## config.mk

```make
export PLATFORM = sky130hd
export DESIGN_NAME = fwd_scoreboard_flat
export DESIGN_NICKNAME = d
export VERILOG_FILES = /design/src/rtl/fwd_scoreboard_pkg.sv /design/src/rtl/fwd_scoreboard_if.sv /design/src/rtl/fwd_scoreboard_src_resolve.sv /design/src/rtl/fwd_scoreboard.sv /design/src/flat_wrapper.sv
export SDC_FILE = /design/constraint.sdc
export NUM_CORES = 1
export LEC_CHECK = 0
export ABC_AREA = 0
export BUFFER_PORTS_ARGS = -buffer_cell sky130_fd_sc_hd__buf_4
export CORE_MARGIN = 2
export CORE_UTILIZATION = 37
export DETAILED_ROUTE_END_ITERATION = 7
export GPL_TIMING_DRIVEN = 0
export PLACE_DENSITY_LB_ADDON = 0.25
export SKIP_CTS_REPAIR_TIMING = 1
export SLEW_MARGIN = 20
export SYNTH_ARGS = -nofsm -noshare
export SYNTH_HDL_FRONTEND = slang
export SYNTH_SLANG_ARGS = --single-unit
export TNS_END_PERCENT = 50
```

## constraint.sdc

```tcl
create_clock -name clk -period 7.4 [get_ports clk]
set_input_delay 0.74 -clock clk [delete_from_list [all_inputs] [get_ports clk]]
set_output_delay 0.74 -clock clk [all_outputs]
set_load 0.01 [all_outputs]
```

## src/rtl/fwd_scoreboard_pkg.sv

```systemverilog
// fwd_scoreboard_pkg: shared widths, types and constants for the forwarding scoreboard
package fwd_scoreboard_pkg;
   localparam int DEF_XLEN     = 32;
   localparam int DEF_NUM_REGS = 32;
   localparam int DEF_NUM_SRC  = 2;
   localparam int DEF_NUM_FWD  = 2;
   localparam int DEF_MAX_PEND = 3;
   localparam int DEF_CNT_W    = 32;
   localparam int DEF_RW       = $clog2(DEF_NUM_REGS);
   localparam int DEF_PW       = $clog2(DEF_MAX_PEND + 1);
   typedef logic [DEF_RW-1:0] reg_num_t;
   typedef logic [DEF_PW-1:0] scb_cnt_t;
   typedef struct packed {
      logic                valid;
      reg_num_t            rd;
      logic [DEF_XLEN-1:0] data;
   } fwd_bus_t;
   localparam reg_num_t REG_ZERO = '0;
endpackage

```

## src/rtl/fwd_scoreboard_if.sv

```systemverilog
// fwd_scoreboard_if: issue, operand, forwarding and writeback signals of the scoreboard
interface fwd_scoreboard_if
   import fwd_scoreboard_pkg::*;
#(
   parameter int XLEN     = DEF_XLEN,
   parameter int NUM_REGS = DEF_NUM_REGS,
   parameter int NUM_SRC  = DEF_NUM_SRC,
   parameter int NUM_FWD  = DEF_NUM_FWD,
   parameter int CNT_W    = DEF_CNT_W
);
   localparam int RW = $clog2(NUM_REGS);
   logic                             flush;
   logic                             issue_valid;
   logic                             issue_has_rd;
   logic [RW-1:0]                    issue_rd;
   logic [NUM_SRC-1:0]               src_valid;
   logic [NUM_SRC-1:0][RW-1:0]       src_num;
   logic [NUM_SRC-1:0][XLEN-1:0]     src_rf_value;
   logic [NUM_FWD-1:0]               fwd_valid;
   logic [NUM_FWD-1:0][RW-1:0]       fwd_rd;
   logic [NUM_FWD-1:0][XLEN-1:0]     fwd_data;
   logic                             wb_valid;
   logic [RW-1:0]                    wb_rd;
   logic [NUM_SRC-1:0][XLEN-1:0]     src_value;
   logic                             issue_stall;
   logic                             issue_fire;
   logic [CNT_W-1:0]                 stall_cycles;
   modport master (
      output flush, issue_valid, issue_has_rd, issue_rd, src_valid, src_num, src_rf_value,
             fwd_valid, fwd_rd, fwd_data, wb_valid, wb_rd,
      input  src_value, issue_stall, issue_fire, stall_cycles
   );
   modport slave (
      input  flush, issue_valid, issue_has_rd, issue_rd, src_valid, src_num, src_rf_value,
             fwd_valid, fwd_rd, fwd_data, wb_valid, wb_rd,
      output src_value, issue_stall, issue_fire, stall_cycles
   );
endinterface

```

## src/rtl/fwd_scoreboard_src_resolve.sv

```systemverilog
// scb_src_resolve: one source operand's forwarding priority mux and hazard detect
module scb_src_resolve
   import fwd_scoreboard_pkg::*;
#(
   parameter int XLEN     = DEF_XLEN,
   parameter int NUM_REGS = DEF_NUM_REGS,
   parameter int NUM_FWD  = DEF_NUM_FWD,
   localparam int RW      = $clog2(NUM_REGS)
) (
   input  logic                         use_src,
   input  logic [RW-1:0]                num,
   input  logic [XLEN-1:0]              rf_value,
   input  logic                         busy,
   input  logic [NUM_FWD-1:0]           fwd_valid,
   input  logic [NUM_FWD-1:0][RW-1:0]   fwd_rd,
   input  logic [NUM_FWD-1:0][XLEN-1:0] fwd_data,
   output logic [XLEN-1:0]              value,
   output logic                         hazard
);
   logic            need;
   logic            hit;
   logic [XLEN-1:0] fwd_val;
   assign need = use_src && num != RW'(REG_ZERO) && busy;
   // Scan from the oldest bus down so the youngest matching bus wins.
   always_comb begin
      hit = 1'b0;
      fwd_val = '0;
      for (int k = NUM_FWD - 1; k >= 0; k--) begin
         if (fwd_valid[k] && fwd_rd[k] == num) begin
            hit = 1'b1;
            fwd_val = fwd_data[k];
         end
      end
   end
   assign value  = (need && hit) ? fwd_val : rf_value;
   assign hazard = need && !hit;
endmodule

```

## src/rtl/fwd_scoreboard.sv

```systemverilog
// fwd_scoreboard: per-register pending-write scoreboard with operand forwarding and issue stall
module fwd_scoreboard
   import fwd_scoreboard_pkg::*;
#(
   parameter int XLEN     = DEF_XLEN,
   parameter int NUM_REGS = DEF_NUM_REGS,
   parameter int NUM_SRC  = DEF_NUM_SRC,
   parameter int NUM_FWD  = DEF_NUM_FWD,
   parameter int MAX_PEND = DEF_MAX_PEND,
   parameter int CNT_W    = DEF_CNT_W
) (
   input logic             clk,
   input logic             rst_n,
   fwd_scoreboard_if.slave bus
);
   localparam int RW = $clog2(NUM_REGS);
   localparam int PW = $clog2(MAX_PEND + 1);
   localparam logic [PW-1:0] PEND_MAX = PW'(MAX_PEND);
   logic [PW-1:0]                pend     [NUM_REGS];
   logic [PW-1:0]                pend_nxt [NUM_REGS];
   logic [NUM_REGS-1:0]          inc;
   logic [NUM_REGS-1:0]          dec;
   logic [NUM_SRC-1:0]           hazard;
   logic [NUM_SRC-1:0][XLEN-1:0] value;
   logic                         full;
   logic [CNT_W-1:0]             stall_cnt;
   for (genvar s = 0; s < NUM_SRC; s++) begin : g_src
      scb_src_resolve #(
         .XLEN     (XLEN),
         .NUM_REGS (NUM_REGS),
         .NUM_FWD  (NUM_FWD)
      ) u_resolve (
         .use_src   (bus.src_valid[s]),
         .num       (bus.src_num[s]),
         .rf_value  (bus.src_rf_value[s]),
         .busy      (pend[bus.src_num[s]] != '0),
         .fwd_valid (bus.fwd_valid),
         .fwd_rd    (bus.fwd_rd),
         .fwd_data  (bus.fwd_data),
         .value     (value[s]),
         .hazard    (hazard[s])
      );
   end
   assign full = bus.issue_has_rd && bus.issue_rd != RW'(REG_ZERO) && pend[bus.issue_rd] == PEND_MAX;
   assign bus.src_value    = value;
   assign bus.issue_stall  = bus.issue_valid && (|hazard || full);
   assign bus.issue_fire   = bus.issue_valid && !bus.issue_stall;
   assign bus.stall_cycles = stall_cnt;
   // Register 0 never increments and so never leaves zero.
   always_comb begin
      for (int r = 0; r < NUM_REGS; r++) begin
         inc[r] = bus.issue_fire && bus.issue_has_rd && bus.issue_rd == RW'(r) && r != 0;
         dec[r] = bus.wb_valid && bus.wb_rd == RW'(r) && pend[r] != '0;
         pend_nxt[r] = (inc[r] && !dec[r]) ? pend[r] + 1'b1 :
                       (dec[r] && !inc[r]) ? pend[r] - 1'b1 : pend[r];
      end
   end
   always_ff @(posedge clk or negedge rst_n) begin
      if (!rst_n) begin
         for (int r = 0; r < NUM_REGS; r++) pend[r] <= '0;
         stall_cnt <= '0;
      end else begin
         for (int r = 0; r < NUM_REGS; r++) pend[r] <= bus.flush ? '0 : pend_nxt[r];
         if (bus.issue_valid && bus.issue_stall && !(&stall_cnt)) stall_cnt <= stall_cnt + 1'b1;
      end
   end
endmodule

```

## src/flat_wrapper.sv

```systemverilog
// flat-port wrapper written by rule: the top's interface ports become plain ports
module fwd_scoreboard_flat import fwd_scoreboard_pkg::*;
#(
   parameter int XLEN     = DEF_XLEN,
   parameter int NUM_REGS = DEF_NUM_REGS,
   parameter int NUM_SRC  = DEF_NUM_SRC,
   parameter int NUM_FWD  = DEF_NUM_FWD,
   parameter int MAX_PEND = DEF_MAX_PEND,
   parameter int CNT_W    = DEF_CNT_W
)
  (clk, rst_n, bus_flush, bus_issue_valid, bus_issue_has_rd, bus_issue_rd, bus_src_valid, bus_src_num, bus_src_rf_value, bus_fwd_valid, bus_fwd_rd, bus_fwd_data, bus_wb_valid, bus_wb_rd, bus_src_value, bus_issue_stall, bus_issue_fire, bus_stall_cycles);
  fwd_scoreboard_if #(.XLEN(XLEN), .NUM_REGS(NUM_REGS), .NUM_SRC(NUM_SRC), .NUM_FWD(NUM_FWD), .CNT_W(CNT_W)) bus_i ();
  input logic clk;
  input logic rst_n;
  input wire logic [$bits(bus_i.flush)-1:0] bus_flush;
  input wire logic [$bits(bus_i.issue_valid)-1:0] bus_issue_valid;
  input wire logic [$bits(bus_i.issue_has_rd)-1:0] bus_issue_has_rd;
  input wire logic [$bits(bus_i.issue_rd)-1:0] bus_issue_rd;
  input wire logic [$bits(bus_i.src_valid)-1:0] bus_src_valid;
  input wire logic [$bits(bus_i.src_num)-1:0] bus_src_num;
  input wire logic [$bits(bus_i.src_rf_value)-1:0] bus_src_rf_value;
  input wire logic [$bits(bus_i.fwd_valid)-1:0] bus_fwd_valid;
  input wire logic [$bits(bus_i.fwd_rd)-1:0] bus_fwd_rd;
  input wire logic [$bits(bus_i.fwd_data)-1:0] bus_fwd_data;
  input wire logic [$bits(bus_i.wb_valid)-1:0] bus_wb_valid;
  input wire logic [$bits(bus_i.wb_rd)-1:0] bus_wb_rd;
  output wire logic [$bits(bus_i.src_value)-1:0] bus_src_value;
  output wire logic [$bits(bus_i.issue_stall)-1:0] bus_issue_stall;
  output wire logic [$bits(bus_i.issue_fire)-1:0] bus_issue_fire;
  output wire logic [$bits(bus_i.stall_cycles)-1:0] bus_stall_cycles;
  assign bus_i.flush = bus_flush;
  assign bus_i.issue_valid = bus_issue_valid;
  assign bus_i.issue_has_rd = bus_issue_has_rd;
  assign bus_i.issue_rd = bus_issue_rd;
  assign bus_i.src_valid = bus_src_valid;
  assign bus_i.src_num = bus_src_num;
  assign bus_i.src_rf_value = bus_src_rf_value;
  assign bus_i.fwd_valid = bus_fwd_valid;
  assign bus_i.fwd_rd = bus_fwd_rd;
  assign bus_i.fwd_data = bus_fwd_data;
  assign bus_i.wb_valid = bus_wb_valid;
  assign bus_i.wb_rd = bus_wb_rd;
  assign bus_src_value = bus_i.src_value;
  assign bus_issue_stall = bus_i.issue_stall;
  assign bus_issue_fire = bus_i.issue_fire;
  assign bus_stall_cycles = bus_i.stall_cycles;
  fwd_scoreboard #(.XLEN(XLEN), .NUM_REGS(NUM_REGS), .NUM_SRC(NUM_SRC), .NUM_FWD(NUM_FWD), .MAX_PEND(MAX_PEND), .CNT_W(CNT_W)) u_core (.clk(clk), .rst_n(rst_n), .bus(bus_i));
endmodule
```

==> flow_metrics.tcl, run 1 <==
set metrics [dict create \
    power_density_nw_per_um2 130 \
    hpwl_mm 25.9 \
    final_core_util_pct 49.5 \
    wl_per_cell_um 21.6 \
    die_h_um 153 \
    synth_warnings 0 \
    worst_hold_path_type "input pin to async pin" \
    ios 266 \
    ant_nets 0 \
    clk_pin_slew_worst_paths_ns 0.08 \
    mappedNetlistArea_um2 8230 \
    synthArstFlopShare_pct 100 \
    die_area_um2 23500 \
    synthCells 1022 \
    coreArea_um2 21800 \
    port-buffer-count 257 \
    antenna_found_initial 1 \
    grt_overflow 0 \
    first_pass_iters 5 \
    endpoint_kind "output port" \
    synth-edff-count 0 \
    drt_iter0_drc 975 \
    cts_sinks 96 \
    critPathMaxFanout 10 \
    cts_buffers 9 \
    crit_chain "buf_2 -> xor2_1 -> nor4_1 -> and3_1 -> clkbuf_1 -> a31o_2 -> nor3b_1 -> clkbuf_1 -> clkbuf_1 -> nor2_1 -> a21oi_1 -> buf_4" \
    maxCapViolCount 0 \
    drc 0 \
    worstPathArrival_ns 4.04 \
    post-route-period-util_pct 64.6 \
    critPathRequiredTime_ns 6.66 \
    hold_viol 0 \
    ys_types 70 \
    die-width_um 153 \
    leakage_nw 4.67 \
    vias 9343 \
    yosys-top-cells-area "dfrtp_1 29%, mux2i_1 9.1%, a21oi_1 7.7%, nor2_1 5.5%, mux4_2 4.9%" \
    cp-start-kind "input pin" \
    yosys.area.top_type "dfrtp_1" \
    crit_family "buffers and inverters" \
    setup_tns_ns 0 \
    cp_common_cell "clkbuf_1" \
    cts_max_path_buffers 2 \
    max_freq_mhz 209 \
    synth.top_cell.area_share_pct 29.2 \
    rows 54 \
    grt_pass1_wl_mm 51.4 \
    worstSkewPairLatency_ns 0.37 \
    r2r_start "u_core.pend[54]" \
    criticalPathCategory "input pin to output port" \
    cts_root_buffer "clkbuf_16" \
    fillers 2141 \
    gp_congestion 0.947 \
    syn_area_per_cell_um2 8.05 \
    status "finished, final reports clean" \
    area_growth_pct 31.4 \
    grt_pass1_vias 8814 \
    grt_max_degree 97 \
    period_minus_slack_ns 4.78 \
    cp_num_buf_inv 5 \
    finClkSkew_ns 0.0176 \
    layout-drive-gt1-share_pct 26.2 \
    slowest_delay_ns 0.56 \
    slew_viol_final 0 \
    rsz0062_at_grt "no" \
    track_usage_pct 28.0 \
    ys_seq_area_share_pct 29.2 \
    start_util_pct 37.7 \
    viasPerCell 5.93 \
    r2r_cells 9 \
    tightest_slew_ns 0.972 \
    worst_path_max_delay_cell "clkbuf_1" \
    r2r_slack_ns 4.04 \
    peakVddDrop_v 0.000102 \
    synth_seq_cells 96 \
    wirelength_mm 34.1 \
    reg2reg_to "u_core.bus.stall_cycles[13]" \
    tritoncts "yes" \
    setup_viol 0 \
    syn-num-nets 1192 \
    nets 1460 \
    synth_ff_type "dfrtp_1" \
    max-slew-margin-rel_pct 34.7 \
    cts_htree_levels 3 \
]
==> area by class of cell <==
cell class / instances / area, um2 / share of cell area, %
buffer: 76 / 344 / 3.18
tap: 280 / 350 / 3.24
timing repair buffer: 257 / 1930 / 17.9
clock inverter: 7 / 70.1 / 0.648
antenna: 1 / 2.50 / 0.0231
multi-input combinational: 837 / 5440 / 50.3
sequential: 96 / 2400 / 22.2
inverter: 13 / 48.8 / 0.451
clock buffer: 9 / 225 / 2.08
==> metrics by stage <==
step / power (mW) / area (um2) / hold WS, ns / cells / setup slack, ns
after global placement: 0.925 / 10500 / 0.477 / 1559 / 2.68
after CTS: 1.41 / 10800 / 0.501 / 1575 / 2.63
after global routing: 1.46 / 10800 / 0.517 / 1576 / 2.47
after floorplan: 0.724 / 8230 / 0.444 / 1022 / 3.66
final: 1.41 / 10800 / 0.489 / 1576 / 2.62
after detailed placement: 0.929 / 10500 / 0.489 / 1559 / 2.65
==> state kept, by name (all words and copies together), names as in the netlist <==
register	count
u_core.bus.stall_cycles	32
u_core.pend	64
==> how the worst max path moves through the flow <==
stage,start,endpoint,depth (start not counted)
floorplan,bus_src_num[1],bus_src_value[10],10
global placement,bus_src_num[2],bus_src_value[16],12
detailed placement,bus_src_num[3],bus_src_value[15],12
CTS,bus_src_num[3],bus_src_value[15],12
global route,bus_src_num[2],bus_src_value[16],12
finish,bus_src_num[3],bus_src_value[16],12
==> power by group <==
group	switching [mW]	total, mW	internal [mW]
clock network	0.244	0.482	0.239
logic	0.198	0.364	0.166
registers	0.0210	0.560	0.539
==> Yosys cell counts (24+ instances only) <==
master     number
xnor2_1        27
a21oi_1       127
dfrtp_1        96
and2_1         39
mux2i_1        75
o21ai_0        66
nand2_1        89
o2111ai_1      24
clkbuf_1       54
xor2_1         28
nand4_1        30
nor2_1        121
nand3_1        28
==> cell families after synthesis <==
family | synth area share, %
multiplexers | 14.5
XOR/XNOR | 5.85
adder cells (fa/ha/maj) | 0.304
AO/OA/AOI/OAI | 22.0
flip-flops | 29.2
buffers and inverters | 4.77
AND/OR/NAND/NOR | 23.4
==> layout by cell type, fill, tap and decap left out, types with 27 or more instances in the layout <==
cell type / instances
buf_4: 264
a21oi_1: 127
nor2_1: 121
dfrtp_1: 96
nand2_1: 89
mux2i_1: 75
o21ai_0: 66
clkbuf_1: 54
and2_1: 39
nand4_1: 30
xor2_1: 28
nand3_1: 28
xnor2_1: 27
==> routing by layer <==
metal | track usage [%] | share of wire [%] | routed length (um) | vias up
met5 | 0 | 0 | 0 | -
met4 | 13.4 | 4.8 | 1630 | 0
met3 | 4.85 | 8.1 | 2750 | 91
met2 | 47.4 | 49 | 16500 | 486
met1 | 34.6 | 39 | 13100 | 4486
li1 | - | - | - | 4280
Note: power is estimated with default switching activity, not from simulation.
==> inputs of run 2 (changes only) <==
--- a/config.mk
+++ b/config.mk
@@ -5,7 +5,7 @@
 export SDC_FILE = /design/constraint.sdc
 export NUM_CORES = 1
 export LEC_CHECK = 0
-export ABC_AREA = 0
+export ABC_AREA = 1
 export BUFFER_PORTS_ARGS = -buffer_cell sky130_fd_sc_hd__buf_4
 export CORE_MARGIN = 2
 export CORE_UTILIZATION = 37
==> constraint.sdc (replaced) <==
create_clock -name clk -period 3.9 [get_ports clk]
set_input_delay 0.39 -clock clk [delete_from_list [all_inputs] [get_ports clk]]
set_output_delay 0.39 -clock clk [all_outputs]
set_load 0.01 [all_outputs]
==> run 2 against run 1 <==
Effect of this change: via count increased by 36%; global-route usage increased by 1.8 points; sequential share of layout area decreased by 3.5 points; register-to-register slack got worse by 3.5 ns; clock power increased by 87%; clock-buffer cell count unchanged; synthesized cell count increased by 72%; critical path depth increased by 2; area after synthesis increased by 23%; critical path type is now flop to output port; critical endpoint is now bus_src_value[31]; largest cell class unchanged; largest power group is now combinational logic.
==> flow_metrics.tcl, run 2 <==
set metrics [dict create \
    hpwl_mm 33.7 \
    synth_seq_cells 96 \
    drc 0 \
    regMostFlops "u_core.pend" \
    ys_seq_area_share_pct 23.7 \
    yosys-top-cells-area "dfrtp_1 24%, nand2_1 23%, inv_1 8.6%, nand3_1 7.1%, mux2_2 7.1%" \
    rows 60 \
    die_area_um2 28800 \
    synth_warnings 0 \
    synth_ff_type "dfrtp_1" \
    status "finished, final reports clean" \
    post-synth-top-count-cell "nand2_1" \
    synthArstFlopShare_pct 100 \
    dpl-instance-area_um2 12500 \
    final_core_util_pct 47.5 \
    drt_iter0_drc 1163 \
    clk_pin_slew_worst_paths_ns 0.08 \
    leakage_nw 6.84 \
    max_freq_mhz 283 \
    coreArea_um2 27000 \
    setup_viol 0 \
    grt_overflow 0 \
    endpoint_kind "output port" \
    pwr-share-seq_pct 35.5 \
    antennaDiodeCount 0 \
    grt_max_degree 97 \
    power_density_nw_per_um2 305 \
    largest_reg_flops 64 \
    grt_pass1_vias 12000 \
    ant_nets 0 \
    period_minus_slack_ns 3.54 \
    clkPwrFrac_pct 23.1 \
    tritoncts "yes" \
    layout_commonest_cell "nand2_1" \
    viasPerCell 5.35 \
    critPathRequiredTime_ns 3.51 \
    worstSkewPairLatency_ns 0.36 \
    comb_power_share_pct 41.4 \
    layout_common_cells "624 x nand2_1, 265 x buf_4, 233 x inv_1, 192 x nor2_1, 144 x nand3_1" \
    vias 12700 \
    layout-drive-gt1-share_pct 19.0 \
    grt_pass1_wl_mm 66.5 \
    max-slew-margin-rel_pct 32.2 \
    fin_area_um2 12800 \
    ys_types 36 \
    cts_buffers 9 \
    wirelength_mm 43.8 \
    synth.top_cell.area_share_pct 23.7 \
    setup_tns_ns 0 \
    ios 266 \
    synth-edff-count 0 \
    cp-start-kind "flop" \
    total_power_mw 3.91 \
    yosys.area.top_type "dfrtp_1" \
    start_util_pct 37.6 \
    nets 2199 \
    track_usage_pct 29.8 \
    antenna_found_initial 0 \
    synthCells 1759 \
    mappedNetlistArea_um2 10100 \
    cts_max_path_buffers 2 \
    fillers 2902 \
    p_sw_mw 1.69 \
    die_h_um 170 \
    cts_htree_levels 3 \
    post-route-period-util_pct 90.7 \
    worstPathArrival_ns 3.15 \
    area_growth_pct 26.3 \
    wl_per_cell_um 18.4 \
    peakVddDrop_v 0.000211 \
    cts_root_buffer "clkbuf_16" \
    criticalPathCategory "flop to output port" \
    gp_congestion 1.00 \
    rsz0062_at_grt "no" \
    worst_hold_path_type "input pin to async pin" \
    syn_area_per_cell_um2 5.77 \
    finClkSkew_ns 0.0134 \
    first_pass_iters 6 \
    hold_viol 0 \
    slew_viol_final 0 \
    intPower_mw 2.22 \
    critPathMaxFanout 10 \
    cts_sinks 96 \
    yosys-top-cells-count "624 x nand2_1, 233 x inv_1, 192 x nor2_1, 144 x nand3_1, 96 x dfrtp_1" \
    maxCapViolCount 0 \
    sw_frac_of_total_pct 43.1 \
    die-width_um 170 \
    syn-num-nets 1929 \
    port-buffer-count 259 \
    tightest_slew_ns 1.02 \
]
run 2: cell types whose count changed after synthesis, sizes merged, moves of 33 or more:
cell and change:
nor2 +77, a21oi -114, nand2 +537, inv +227
and2 -39, nand3 +120, nand4 +50, mux2i -75
o21ai +33, mux2 +61, nor3 +36
run 2: stage by stage:
stage / std cells / worst slack, ns / hold slack (ns)
floorplan: 1759 / 1.43 / 0.0944
global placement: 2359 / 0.426 / 0.485
detailed placement: 2359 / 0.440 / 0.491
CTS: 2375 / 0.390 / 0.191
global route: 2375 / 0.203 / 0.233
finish: 2375 / 0.363 / 0.144
run 2: power groups by stage:
| stage | clock network (mW) | logic, mW | registers (mW) |
|---|---|---|---|
| floorplan | 0 | 0.919 | 1.36 |
| global placement | 0 | 1.56 | 1.39 |
| detailed placement | 0 | 1.59 | 1.39 |
| CTS | 0.919 | 1.60 | 1.38 |
| global route | 0.959 | 1.79 | 1.41 |
| finish | 0.903 | 1.62 | 1.39 |
run 2: critical path: stages, from the launching register on:
cell,delay (ns)
dfrtp_1,0.44
nor2_1,0.41
inv_1,0.21
nand2_1,0.11
nand3_1,0.09
nand3_1,0.08
nand3_1,0.07
nand2_1,0.07
nand2_1,0.05
nand3_1,0.11
nor2_1,0.08
inv_2,0.16
clkbuf_1,0.45
o21ai_0,0.24
buf_4,0.21
run 2: worst paths after layout:
path                                            startpoint                     endpoint  slack, ns  depth (start not counted)
min in group clk                                 bus_flush              u_core.pend[32]       0.48                          4
max in group asynchronous                            rst_n  u_core.bus.stall_cycles[29]       3.13                          1
worst max register to register             u_core.pend[30]              u_core.pend[56]       0.59                         19
worst min register to register  u_core.bus.stall_cycles[4]   u_core.bus.stall_cycles[4]       0.50                          1
worst max-delay path                       u_core.pend[30]            bus_src_value[31]       0.36                         14
worst min-delay path                                 rst_n              u_core.pend[60]       0.14                          1
run 2: routing by layer:
metal	track usage, %	part of all wire [%]
met1	38.0	41
met2	49.3	46
met3	4.78	8.3
met4	13.9	4.7
met5	0	0
run 2: cells by family after synthesis:
kind of cell	share of synthesized area [%]
AND/OR/NAND/NOR	47.4
AO/OA/AOI/OAI	6.33
multiplexers	7.10
XOR/XNOR	3.19
flip-flops	23.7
adder cells (fa/ha/maj)	0.247
buffers and inverters	12.0
run 2: final cells by class:
cell class	count	area (um2)	share of cell area (%)
clock buffers	9	225	1.76
flip-flops and latches	96	2400	18.8
plain buffers	68	317	2.47
repair buffers	259	1950	15.2
clock inverters	7	63.8	0.498
well taps	341	427	3.33
multi-input cells	1354	6520	50.9
inverters	241	906	7.07
